File: src/rtl/trace_pkg.sv
// Shared definitions for the retirement trace emitter: record kinds,
// per-cycle event mask layout and small mask helpers.
package trace_pkg;

   // Record type carried on out_kind.
   typedef enum logic [1:0] {
      KIND_REG   = 2'd0,
      KIND_LOAD  = 2'd1,
      KIND_STORE = 2'd2,
      KIND_HALT  = 2'd3
   } kind_e;

   // Serialiser states.
   typedef enum logic {
      S_IDLE = 1'b0,
      S_EMIT = 1'b1
   } state_e;

   // Event mask layout; bit order is also the emission order.
   localparam int MASK_W    = 4;
   localparam int DST_W     = 4;
   localparam int BIT_REG   = 0;
   localparam int BIT_LOAD  = 1;
   localparam int BIT_STORE = 2;
   localparam int BIT_HALT  = 3;

   typedef logic [MASK_W-1:0] mask_t;

   // Isolate the lowest set bit (one-hot result, zero for an empty mask).
   function automatic mask_t lowestBit(mask_t m);
      return m & (~m + mask_t'(1));
   endfunction

   // Map a one-hot mask bit to its record kind.
   function automatic kind_e maskKind(mask_t oneHot);
      kind_e k;
      k = KIND_REG;
      if (oneHot[BIT_LOAD])  k = KIND_LOAD;
      if (oneHot[BIT_STORE]) k = KIND_STORE;
      if (oneHot[BIT_HALT])  k = KIND_HALT;
      return k;
   endfunction

endpackage

File: src/rtl/trace_if.sv
// Trace record stream: one typed record per valid/ready handshake.
interface trace_if #(
   parameter int DATA_W = 16
) ();
   import trace_pkg::*;

   logic              out_valid;
   logic              out_ready;
   kind_e             out_kind;
   logic [DATA_W-1:0] out_a;
   logic [DATA_W-1:0] out_b;

   modport master (
      output out_valid, out_kind, out_a, out_b,
      input  out_ready
   );

   modport slave (
      input  out_valid, out_kind, out_a, out_b,
      output out_ready
   );
endinterface

File: src/rtl/trace_fifo.sv
// Single-clock FIFO for cycle entries. Pointers are log2(DEPTH) bits wide
// with one slot kept free to tell full from empty, so it holds DEPTH-1
// entries; together with the serialiser's holding register the emitter
// buffers DEPTH cycles in total.
module trace_fifo #(
   parameter int WIDTH = 72,
   parameter int DEPTH = 8
) (
   input  logic             clk,
   input  logic             rst,
   input  logic             push,
   input  logic             pop,
   input  logic [WIDTH-1:0] din,
   output logic [WIDTH-1:0] dout,
   output logic             full,
   output logic             empty
);
   localparam int PTR_W = $clog2(DEPTH);

   logic [WIDTH-1:0] mem [DEPTH];
   logic [PTR_W-1:0] wrPtr;
   logic [PTR_W-1:0] rdPtr;

   assign empty = (wrPtr == rdPtr);
   assign full  = ((wrPtr + 1'b1) == rdPtr);
   assign dout  = mem[rdPtr];

   // Storage write; the caller never pushes into a full FIFO.
   // NOTE: storage is not reset -- empty/full come from the pointers, so stale data is never observed.
   always_ff @(posedge clk) begin
      if (push) mem[wrPtr] <= din;
   end

   // Pointer update with synchronous reset.
   // NOTE: sequential state uses non-blocking assignments so every register samples pre-edge values.
   always_ff @(posedge clk) begin
      if (rst) begin
         wrPtr <= '0;
         rdPtr <= '0;
      end else begin
         if (push && !full) wrPtr <= wrPtr + 1'b1;
         if (pop && !empty) rdPtr <= rdPtr + 1'b1;
      end
   end
endmodule

File: src/rtl/retire_trace_emitter.sv
// Retirement trace emitter: captures commit-side events each cycle into a
// FIFO of cycle entries and serialises them as typed records on trc.
module retire_trace_emitter
   import trace_pkg::*;
#(
   parameter int DEPTH  = 8,
   parameter int DATA_W = 16
) (
   input  logic              clk,
   input  logic              rst,
   input  logic              reg_we,
   input  logic [DST_W-1:0]  reg_dst,
   input  logic [DATA_W-1:0] reg_data,
   input  logic              mem_rd,
   input  logic              mem_wr,
   input  logic [DATA_W-1:0] mem_addr,
   input  logic [DATA_W-1:0] mem_rdata,
   input  logic [DATA_W-1:0] mem_wdata,
   input  logic              hlt,
   trace_if.master           trc,
   output logic              overflow,
   output logic              done
);
   // One buffered commit cycle.
   typedef struct packed {
      mask_t             mask;
      logic [DST_W-1:0]  dst;
      logic [DATA_W-1:0] regData;
      logic [DATA_W-1:0] memAddr;
      logic [DATA_W-1:0] memRdata;
      logic [DATA_W-1:0] memWdata;
   } entry_t;

   localparam int ENTRY_W = $bits(entry_t);

   state_e            state;
   logic              captureEn;
   logic [DATA_W-1:0] cycleCount;
   logic [DATA_W-1:0] instCount;
   entry_t            holdEntry;
   mask_t             holdMask;   // bits still to emit, including the one on the bus

   mask_t             capMask;
   entry_t            capEntry;
   logic              fifoPush;
   logic              fifoPop;
   logic              fifoFull;
   logic              fifoEmpty;
   entry_t            fifoDout;

   logic              handshake;
   logic              haltAccepted;
   mask_t             restMask;
   entry_t            srcEntry;
   mask_t             srcMask;
   kind_e             srcKind;
   logic [DATA_W-1:0] srcA;
   logic [DATA_W-1:0] srcB;

   assign capMask  = {hlt, mem_wr, mem_rd, reg_we};
   assign capEntry = '{mask: capMask, dst: reg_dst, regData: reg_data,
                       memAddr: mem_addr, memRdata: mem_rdata, memWdata: mem_wdata};
   assign fifoPush = captureEn && (capMask != '0) && !fifoFull;

   trace_fifo #(
      .WIDTH (ENTRY_W),
      .DEPTH (DEPTH)
   ) u_fifo (
      .clk   (clk),
      .rst   (rst),
      .push  (fifoPush),
      .pop   (fifoPop),
      .din   (capEntry),
      .dout  (fifoDout),
      .full  (fifoFull),
      .empty (fifoEmpty)
   );

   // Select the next record: a fresh FIFO entry on a pop, otherwise the
   // remaining bits of the held entry.
   // NOTE: every always_comb output gets a default first so no path can infer a latch.
   always_comb begin
      handshake    = trc.out_valid && trc.out_ready;
      haltAccepted = handshake && (trc.out_kind == KIND_HALT);
      restMask     = holdMask & ~lowestBit(holdMask);
      fifoPop      = 1'b0;
      if (state == S_IDLE)
         fifoPop = !fifoEmpty && !done;
      else if (handshake && restMask == '0 && !haltAccepted)
         fifoPop = !fifoEmpty;
      srcEntry = fifoPop ? fifoDout : holdEntry;
      srcMask  = fifoPop ? fifoDout.mask : restMask;
      srcKind  = maskKind(lowestBit(srcMask));
      srcA     = '0;
      srcB     = '0;
      case (srcKind)
         KIND_REG:   begin srcA = DATA_W'(srcEntry.dst); srcB = srcEntry.regData;  end
         KIND_LOAD:  begin srcA = srcEntry.memAddr;      srcB = srcEntry.memRdata; end
         KIND_STORE: begin srcA = srcEntry.memAddr;      srcB = srcEntry.memWdata; end
         KIND_HALT:  begin srcA = instCount;             srcB = cycleCount;        end
         default:    ;
      endcase
   end

   // Capture side: counters, overflow flag and halt-driven capture disable.
   always_ff @(posedge clk) begin
      if (rst) begin
         captureEn  <= 1'b1;
         cycleCount <= '0;
         instCount  <= '0;
         overflow   <= 1'b0;
      end else if (captureEn) begin
         cycleCount <= cycleCount + 1'b1;
         if (hlt || reg_we || mem_wr) instCount <= instCount + 1'b1;
         if (capMask != '0) begin
            if (fifoFull) overflow  <= 1'b1;
            else if (hlt) captureEn <= 1'b0;
         end
      end
   end

   // Serialiser FSM with registered record outputs.
   always_ff @(posedge clk) begin
      if (rst) begin
         state         <= S_IDLE;
         holdEntry     <= '0;
         holdMask      <= '0;
         done          <= 1'b0;
         trc.out_valid <= 1'b0;
         trc.out_kind  <= KIND_REG;
         trc.out_a     <= '0;
         trc.out_b     <= '0;
      end else begin
         case (state)
            S_IDLE: begin
               if (fifoPop) begin
                  holdEntry     <= fifoDout;
                  holdMask      <= srcMask;
                  trc.out_valid <= 1'b1;
                  trc.out_kind  <= srcKind;
                  trc.out_a     <= srcA;
                  trc.out_b     <= srcB;
                  state         <= S_EMIT;
               end
            end
            S_EMIT: begin
               if (haltAccepted) begin
                  done          <= 1'b1;
                  trc.out_valid <= 1'b0;
                  holdMask      <= '0;
                  state         <= S_IDLE;
               end else if (handshake) begin
                  if (restMask != '0 || fifoPop) begin
                     if (fifoPop) holdEntry <= fifoDout;
                     holdMask     <= srcMask;
                     trc.out_kind <= srcKind;
                     trc.out_a    <= srcA;
                     trc.out_b    <= srcB;
                  end else begin
                     trc.out_valid <= 1'b0;
                     holdMask      <= '0;
                     state         <= S_IDLE;
                  end
               end
            end
            default: state <= S_IDLE;
         endcase
      end
   end
endmodule

File: src/flat_wrapper.sv
// flat-port wrapper written by rule: the top's interface ports become plain ports
module retire_trace_emitter_flat import trace_pkg::*;
#(
   parameter int DEPTH  = 8,
   parameter int DATA_W = 16
)
  (clk, rst, reg_we, reg_dst, reg_data, mem_rd, mem_wr, mem_addr, mem_rdata, mem_wdata, hlt, overflow, done, trc_out_valid, trc_out_kind, trc_out_a, trc_out_b, trc_out_ready);
  trace_if #(.DATA_W(DATA_W)) trc_i ();
  input  logic clk;
  input  logic rst;
  input  logic reg_we;
  input  logic [DST_W-1:0] reg_dst;
  input  logic [DATA_W-1:0] reg_data;
  input  logic mem_rd;
  input  logic mem_wr;
  input  logic [DATA_W-1:0] mem_addr;
  input  logic [DATA_W-1:0] mem_rdata;
  input  logic [DATA_W-1:0] mem_wdata;
  input  logic hlt;
  output logic overflow;
  output logic done;
  output wire logic [$bits(trc_i.out_valid)-1:0] trc_out_valid;
  output wire logic [$bits(trc_i.out_kind)-1:0] trc_out_kind;
  output wire logic [$bits(trc_i.out_a)-1:0] trc_out_a;
  output wire logic [$bits(trc_i.out_b)-1:0] trc_out_b;
  input wire logic [$bits(trc_i.out_ready)-1:0] trc_out_ready;
  assign trc_out_valid = trc_i.out_valid;
  assign trc_out_kind = trc_i.out_kind;
  assign trc_out_a = trc_i.out_a;
  assign trc_out_b = trc_i.out_b;
  assign trc_i.out_ready = trc_out_ready;
  retire_trace_emitter #(.DEPTH(DEPTH), .DATA_W(DATA_W)) u_core (.clk(clk), .rst(rst), .reg_we(reg_we), .reg_dst(reg_dst), .reg_data(reg_data), .mem_rd(mem_rd), .mem_wr(mem_wr), .mem_addr(mem_addr), .mem_rdata(mem_rdata), .mem_wdata(mem_wdata), .hlt(hlt), .trc(trc_i), .overflow(overflow), .done(done));
endmodule
File: config.mk
export PLATFORM = sky130hd
export DESIGN_NAME = retire_trace_emitter_flat
export DESIGN_NICKNAME = d
export VERILOG_FILES = /design/src/rtl/trace_pkg.sv /design/src/rtl/trace_if.sv /design/src/rtl/trace_fifo.sv /design/src/rtl/retire_trace_emitter.sv /design/src/flat_wrapper.sv
export SDC_FILE = /design/constraint.sdc
export NUM_CORES = 1
export LEC_CHECK = 0
export CAP_MARGIN = 20
export CORE_MARGIN = 2
export CORE_UTILIZATION = 40
export DETAILED_ROUTE_END_ITERATION = 16
export SKIP_CTS_REPAIR_TIMING = 1
export SYNTH_ARGS = -nofsm -noshare
export SYNTH_HDL_FRONTEND = slang
export SYNTH_SLANG_ARGS = --single-unit
File: constraint.sdc
create_clock -name clk -period 15.5 [get_ports clk]
set_input_delay 3.1 -clock clk [delete_from_list [all_inputs] [get_ports clk]]
set_output_delay 3.1 -clock clk [all_outputs]
set_load 0.01 [all_outputs]
# --- Word-level counts from Yosys, hierarchy flattened ---
# Memory sizes are Yosys's and may differ from the RTL's. A register that Yosys moved wholly into a read port is not among the register bits.
# Index checks and enable logic that the tools add are counted.
totals:
  reg_bits: 153
  mem_bits_rw: 576
  in_bits: 75
  output_inout_bits: 37
  elab_cells: 124
  mem_count: 1
classes:
  n_addsub: 6
  eq_ne: 12
  muxes: 51
  bitwise: 7
  reduce_logical: 28
mem_list:
  columns: ["name", "words", "word_bits", "read_ports", "rd_ports_with_merged_regs", "write_ports", "line_no", "rtl"]
  rows:
  - ["u_core.u_fifo.mem", 8, 72, 1, 1, 1, "trace_fifo.sv:20", "logic [WIDTH-1:0] mem [DEPTH];"]
op_table:
  columns: ["cell", "n"]
  rows:
  - ["two-way mux 72 bit", 4]
  - ["case mux 72 bit (2 select lines)", 1]
  - ["two-way mux 16 bit", 8]
  - ["case mux 16 bit (2 select lines)", 2]
  - ["case mux 16 bit (4 select lines)", 1]
  - ["case mux 16 bit (3 select lines)", 1]
  - ["adder 16 x 1 -> 16 bit, second input constant", 2]
  - ["two-way mux 4 bit", 5]
  - ["two-way mux 1 bit", 17]
  - ["AND 4 bit", 3]
  - ["two-way mux 2 bit", 6]
  - ["NOT 4 bit", 3]
  - ["logical AND 1 bit", 9]
  - ["AND reduction 3 bit", 3]
  - ["adder 4 x 1 -> 4 bit, second input constant", 2]
  - ["case mux 4 bit (2 select lines)", 1]
  - ["nonzero test 4 bit", 2]
  - ["adder 3 x 1 -> 3 bit, second input constant", 2]
  - ["== test 2 bit, second input constant", 3]
  - ["== test 3 bit", 2]
  - ["two-way mux 3 bit", 2]
  - ["!= test 2 bit, second input constant", 3]
  - ["!= test 3 bit, second input constant", 2]
  - ["AND reduction 2 bit", 3]
  - ["other kinds (11)", 17]

# --- Logic depth before layout (Yosys ltp) ---
depth:
  depth_word: 24
  depth_mapped: 14
  depth_no_buf: 10

# --- Modules after synthesis ---
# From an unflattened synthesis, not the netlist that was laid out.
unflattened:
  cells_unflattened: 1744
  hier_area_um2: 29311.9
modules_own_cells:
  columns: ["mod", "n_inst", "cells_each", "area_each_um2", "seq_area_each_um2"]
  rows:
  - ["trace_fifo", 1, 903, 22466.5, 17476.8]
  - ["retire_trace_emitter", 1, 841, 6845.3, 2862.7]

# --- Worst setup path after synthesis ---
# No wires, ideal clock.
synth_timing:
  kind: "input -> register"
  startpoint: "input mem_rd"
  endpoint: "memory u_core.u_fifo.mem[5][0] (enable)"
  setup_ns: 0.606
  arrival_time_ns: 9.060
  t_required_ns: 14.894
  path_slack_ns: 5.834
  stages: 4
  path_buffers: 0
  cell_sequence: "o41a_1 o21ai_0 or2_2 nor3b_1"
synth_via:
  elab_chain_len: 5
synth_rtl:
  columns: ["item", "line_no", "rtl"]
  rows:
  - ["start: declaration", "flat_wrapper.sv:14", "input logic mem_rd;"]
  - ["nonzero test 4 bit", "retire_trace_emitter.sv:63", "assign fifoPush = captureEn && (capMask != '0) && !fifoFull;"]
  - ["logical AND 1 bit (2 in a row)", "retire_trace_emitter.sv:63", null]
  - ["two-way mux 1 bit", "trace_fifo.sv:31", "if (push) mem[wrPtr] <= din;"]
  - ["two-way mux 1 bit (implied by the code)", "trace_fifo.sv:31", null]
  - ["end: declaration", "trace_fifo.sv:20", null]
# Every way passes these cells.

# --- Final worst setup path ---
layout_timing:
  startpoint: "input trc_out_ready"
  endpoint: "register u_core.trc.out_a[5]"
layout_via:
  word_cells_on_any_way: 32
  classes_between: "1 x add/sub; 7 x eq/ne; 13 x mux; 2 x bitwise; 9 x reduce/logical"
layout_rtl:
  columns: ["item", "line_no", "rtl"]
  rows:
  - ["start: declaration", "flat_wrapper.sv:26", "input wire logic [$bits(trc_i.out_ready)-1:0] trc_out_ready;"]
  - ["logical AND 1 bit (*)", "retire_trace_emitter.sv:83", "handshake = trc.out_valid && trc.out_ready;"]
  - ["logical AND 1 bit", "retire_trace_emitter.sv:84", "haltAccepted = handshake && (trc.out_kind == KIND_HALT);"]
  - ["logical NOT 1 bit", "retire_trace_emitter.sv:89", "else if (handshake && restMask == '0 && !haltAccepted)"]
  - ["logical AND 1 bit (*)", "retire_trace_emitter.sv:89", null]
  - ["two-way mux 1 bit (*)", "retire_trace_emitter.sv:89", null]
  - ["two-way mux 1 bit (*)", "retire_trace_emitter.sv:87", "if (state == S_IDLE)"]
  - ["two-way mux 4 bit (*)", "retire_trace_emitter.sv:92", "srcMask = fifoPop ? fifoDout.mask : restMask;"]
  - ["NOT 4 bit", "trace_pkg.sv:31", "return m & (~m + mask_t'(1));"]
  - ["(+4 left out)", null, null]
  - ["net u_core.srcKind[1]", "retire_trace_emitter.sv:56", "kind_e srcKind;"]
  - ["== test 2 x 1 -> 1 bit / == test 2 bit (equally long branches)", "retire_trace_emitter.sv:96", "case (srcKind)"]
  - ["OR reduction 2 bit (no source line)", null, null]
  - ["case mux 16 bit (3 select lines) (*)", "retire_trace_emitter.sv:96", null]
  - ["two-way mux 16 bit", "retire_trace_emitter.sv:153", "if (restMask != '0 || fifoPop) begin"]
  - ["two-way mux 16 bit", "retire_trace_emitter.sv:152", "end else if (handshake) begin"]
  - ["two-way mux 16 bit", "retire_trace_emitter.sv:147", "if (haltAccepted) begin"]
  - ["case mux 16 bit (2 select lines) (*)", "retire_trace_emitter.sv:134", "case (state)"]
  - ["end signal: assignment", "retire_trace_emitter.sv:141", "trc.out_a <= srcA;"]
  - ["end signal: assignment", "retire_trace_emitter.sv:157", "trc.out_a <= srcA;"]
  - ["end: declaration", "trace_if.sv:14", "output out_valid, out_kind, out_a, out_b,"]
# The timed path passes the listed nets; every way through them passes the cells marked *. The select of a mux whose other input is x is not followed.
# A chain may end at the register's enable or synchronous reset.

==> flow_summary.toml <==
[worst_hold_path]
hp-class = "flip-flop to flip-flop"
hold_path_depth = 2
worstHoldEndpoint = "u_core.holdEntry[34]$_SDFFE_PP0P_"
hold_start = "u_core.holdEntry[34]$_SDFFE_PP0P_"

[timing]
period_share_pct = 39.81
setup_viol = 0
fin_ws_ns = 9.330
slew_violations = 0
rsz0062_at_grt = "false"
period_minus_slack_ns = 6.170
max_freq_mhz = 162.1
finalHoldViolCount = 0
worst_pin_slew_ns = 1.099
final.setup.tns_ns = 0
skew_ns = 0.01843
slew-limit-headroom_pct = 26.72

[power]
peakVddDrop_v = 0.0001504
leakage_nw = 10.45
power_density_nw_per_um2 = 197.2

[place]
pre_cts_ws_ns = 8.760
dpl_cell_area_um2 = 30850
gp_congestion = 0.8470
dp_hpwl_um = 40820
placed_cells = 2630
io_buffers = 111

[yosys]
synth_seq_cells = 728
yosys.area.top_type = "edfxtp_1"
synth_edf_count = 576
synth_top_area_share_pct = 60.20
avgSynthCellArea_um2 = 17.45
synthArstFlopShare_pct = 0
synth.distinct_cells = 69
synth_cells = 1647
synthTopCellsByArea = "edfxtp_1, mux4_2, dfxtp_1, mux2i_1, nor2_1"
synthesis.area_um2 = 28730
synth_fp_nets = 1731
synth_top_flop_cell = "edfxtp_1"
yosysWarnings = 0
ys_seq_area_share_pct = 70.79

[worst_setup_path]
crit_path_frequent_cell = "nand3_1"
worst_r2r_path_depth = 10
cp.buffers_inverters = 3
max_stage_delay_ns = 0.65
r2r_slack_ns = 11.16
critPathMaxFanout = 56
slowest_stage = "ha_1"
crit_arrival_ns = 6.67
path_class = "input pin to flip-flop"
path_cells = "clkdlybuf4s50_1, nand3_1, o21ai_4, buf_4, nand4_1, o32a_1, inv_1, ha_1, and3_1, nand3_1, o221ai_1"
timing.rr.end = "u_core.trc.out_a[5]$_SDFFE_PP0P_"
cp-start-kind = "input pin"
path_delay_family = "buffers and inverters"
endpoint_kind = "flip-flop"
required_ns = 16.00

[cts]
cts_made_buffers = 74
clk_pin_slew_ns = 0.06
cts_tree = "done"
clock_path_buffers = 3
htreeDepth = 3
cts.sinks = 728
clock_latency_ns = 0.61
clockRootBuffer = "clkbuf_16"

[cells_and_area]
fill_cells = 6109
drive_gt1_share_pct = 18.73
design_area_um2 = 33140
final_nets = 1841
area_growth_pct = 15.34
final-seq-area_um2 = 20350
layout.cells.non_filler = 2766
final_core_util_pct = 46.44
multi_input_area_um2 = 7898

[grt]
grt_use_total_pct = 18.42
grt_pass1_wl_um = 101700
grt_pass1_vias = 15707
antenna_found_initial = 3
grt_max_degree = 73
overflow = 0

[die]
die_y_um = 272.0
io_pins = 112
die-area_um2 = 73990
initial_utilization_pct = 40.26
dieWidth_um = 272.0
coreArea_um2 = 71360
std_cell_rows = 98

[detailed_routing]
drcViolationCount = 0
vias = 15618
wirelength_um = 68070
wl_per_cell_um = 24.61
first_pass_iters = 5
drtIter0Drc = 1315
drt-vias-per-instance = 5.646
ant_nets = 0

[outcome]
status = "complete, no violations"

[job]
maxCapViolations = 0
[state kept, by name, indices dropped and copies added (netlist names), named ones only]
name                  count
u_core.trc.out_a         16
u_core.captureEn          1
u_core.holdEntry         68
u_core.done               1
u_core.u_fifo.wrPtr       3
u_core.trc.out_valid      1
u_core.overflow           1
u_core.trc.out_kind       2
u_core.instCount         16
u_core.trc.out_b         16
u_core.state              1
u_core.holdMask           4
u_core.cycleCount        16
u_core.u_fifo.rdPtr       3
u_core.u_fifo.mem       576
[layer usage]
layer / global-route usage, % / wire, um / up-vias
met5: 0 / 27 / -
met1: 26.07 / 30220 / 8116
li1: - / - / 6899
met3: 3.667 / 4316 / 91
met2: 28.60 / 31840 / 508
met4: 6.217 / 1674 / 4
[synthesized netlist by cell type (7+ instances only)]
cell type  count
a2111oi_1      8
a211oi_1      36
a21oi_1       23
a311oi_1      18
a31o_1         9
a31o_2        15
and2_1        16
and3_1        19
buf_1         10
buf_2         37
buf_4         10
clkbuf_1      48
dfxtp_1      152
edfxtp_1     576
ha_1           9
inv_1         10
mux2_2        25
mux2i_1       66
mux4_2       140
nand2_1       53
nand3_1       23
nand4_1       39
nor2_1        99
nor4_1        21
o211a_1       18
o211ai_1      20
o21ai_0        7
o221ai_1      12
xnor2_1       16
xor2_1        21
[report_power, final]
| part | leakage, nW | internal (mW) | switching [mW] |
|---|---|---|---|
| Combinational | 2.87 | 0.840 | 1.33 |
| Clock | 1.10 | 0.967 | 0.708 |
| Sequential | 6.48 | 2.50 | 0.188 |
| Total | 10.5 | 4.31 | 2.23 |
[placed cells by master (no fill, tap or decap), types with 16 or more instances in the layout]
master,count
mux2i_1,66
mux4_2,140
nand4_1,39
nand2_1,53
nor4_1,21
buf_4,33
and3_1,19
clkbuf_16,79
dfxtp_1,149
xnor2_1,16
nor2_1,97
clkbuf_1,28
clkdlybuf4s50_1,110
nand3_1,23
a311oi_1,18
o211ai_1,20
o211a_1,18
edfxtp_1,576
a21oi_1,22
mux2_2,25
xor2_1,21
and2_1,16
a211oi_1,36
[worst min-delay path, delay by kind of cell (launching register included)]
kind / cells / cell delay (ns)
flip-flops: 1 / 0.31
AND/OR/NAND/NOR: 1 / 0.05
AO/OA/AOI/OAI: 1 / 0.05
[area by class of cell]
cell class / count / share of cell area (%)
clock buffer: 112 / 6.437
tap: 950 / 3.587
antenna: 1 / 0.007551
clock inverter: 22 / 0.4115
timing repair buffer: 145 / 4.198
multi-input combinational: 797 / 23.83
sequential: 728 / 61.41
inverter: 11 / 0.1246
[cell families (layout without fill, tap and decap cells)]
family	Yosys count	in the layout	synth area share (%)
flops	728	728	70.79
fa+ha+maj	9	9	0.3919
simple gates	302	302	5.225
other cells	0	1	0
buf+inv	122	290	2.029
compound gates	217	217	6.131
mux	231	231	14.25
xor+xnor	38	38	1.184
[how the worst max path moves through the flow]
stage | startpoint | endpoint | cells after the start
2_1_floorplan | mem_rd | u_core.u_fifo.mem[5][0]$_DFFE_PP_ | 4
3_3_place_gp | trc_out_ready | u_core.trc.out_a[6]$_SDFFE_PP0P_ | 11
3_5_place_dp | trc_out_ready | u_core.trc.out_a[5]$_SDFFE_PP0P_ | 11
4_1_cts | trc_out_ready | u_core.trc.out_a[5]$_SDFFE_PP0P_ | 11
5_1_grt | trc_out_ready | u_core.trc.out_a[5]$_SDFFE_PP0P_ | 11
6_report | trc_out_ready | u_core.trc.out_a[5]$_SDFFE_PP0P_ | 11
[through the flow]
stage | hold slack, ns | power, mW
floorplan | 0.4366 | 4.176
detailed placement | 0.4540 | 4.882
finish | 0.4614 | 6.535
global placement | 0.4486 | 4.827
global route | 0.4834 | 6.853
CTS | 0.4621 | 6.568
No activity file was read; power rests on OpenSTA's default activity.
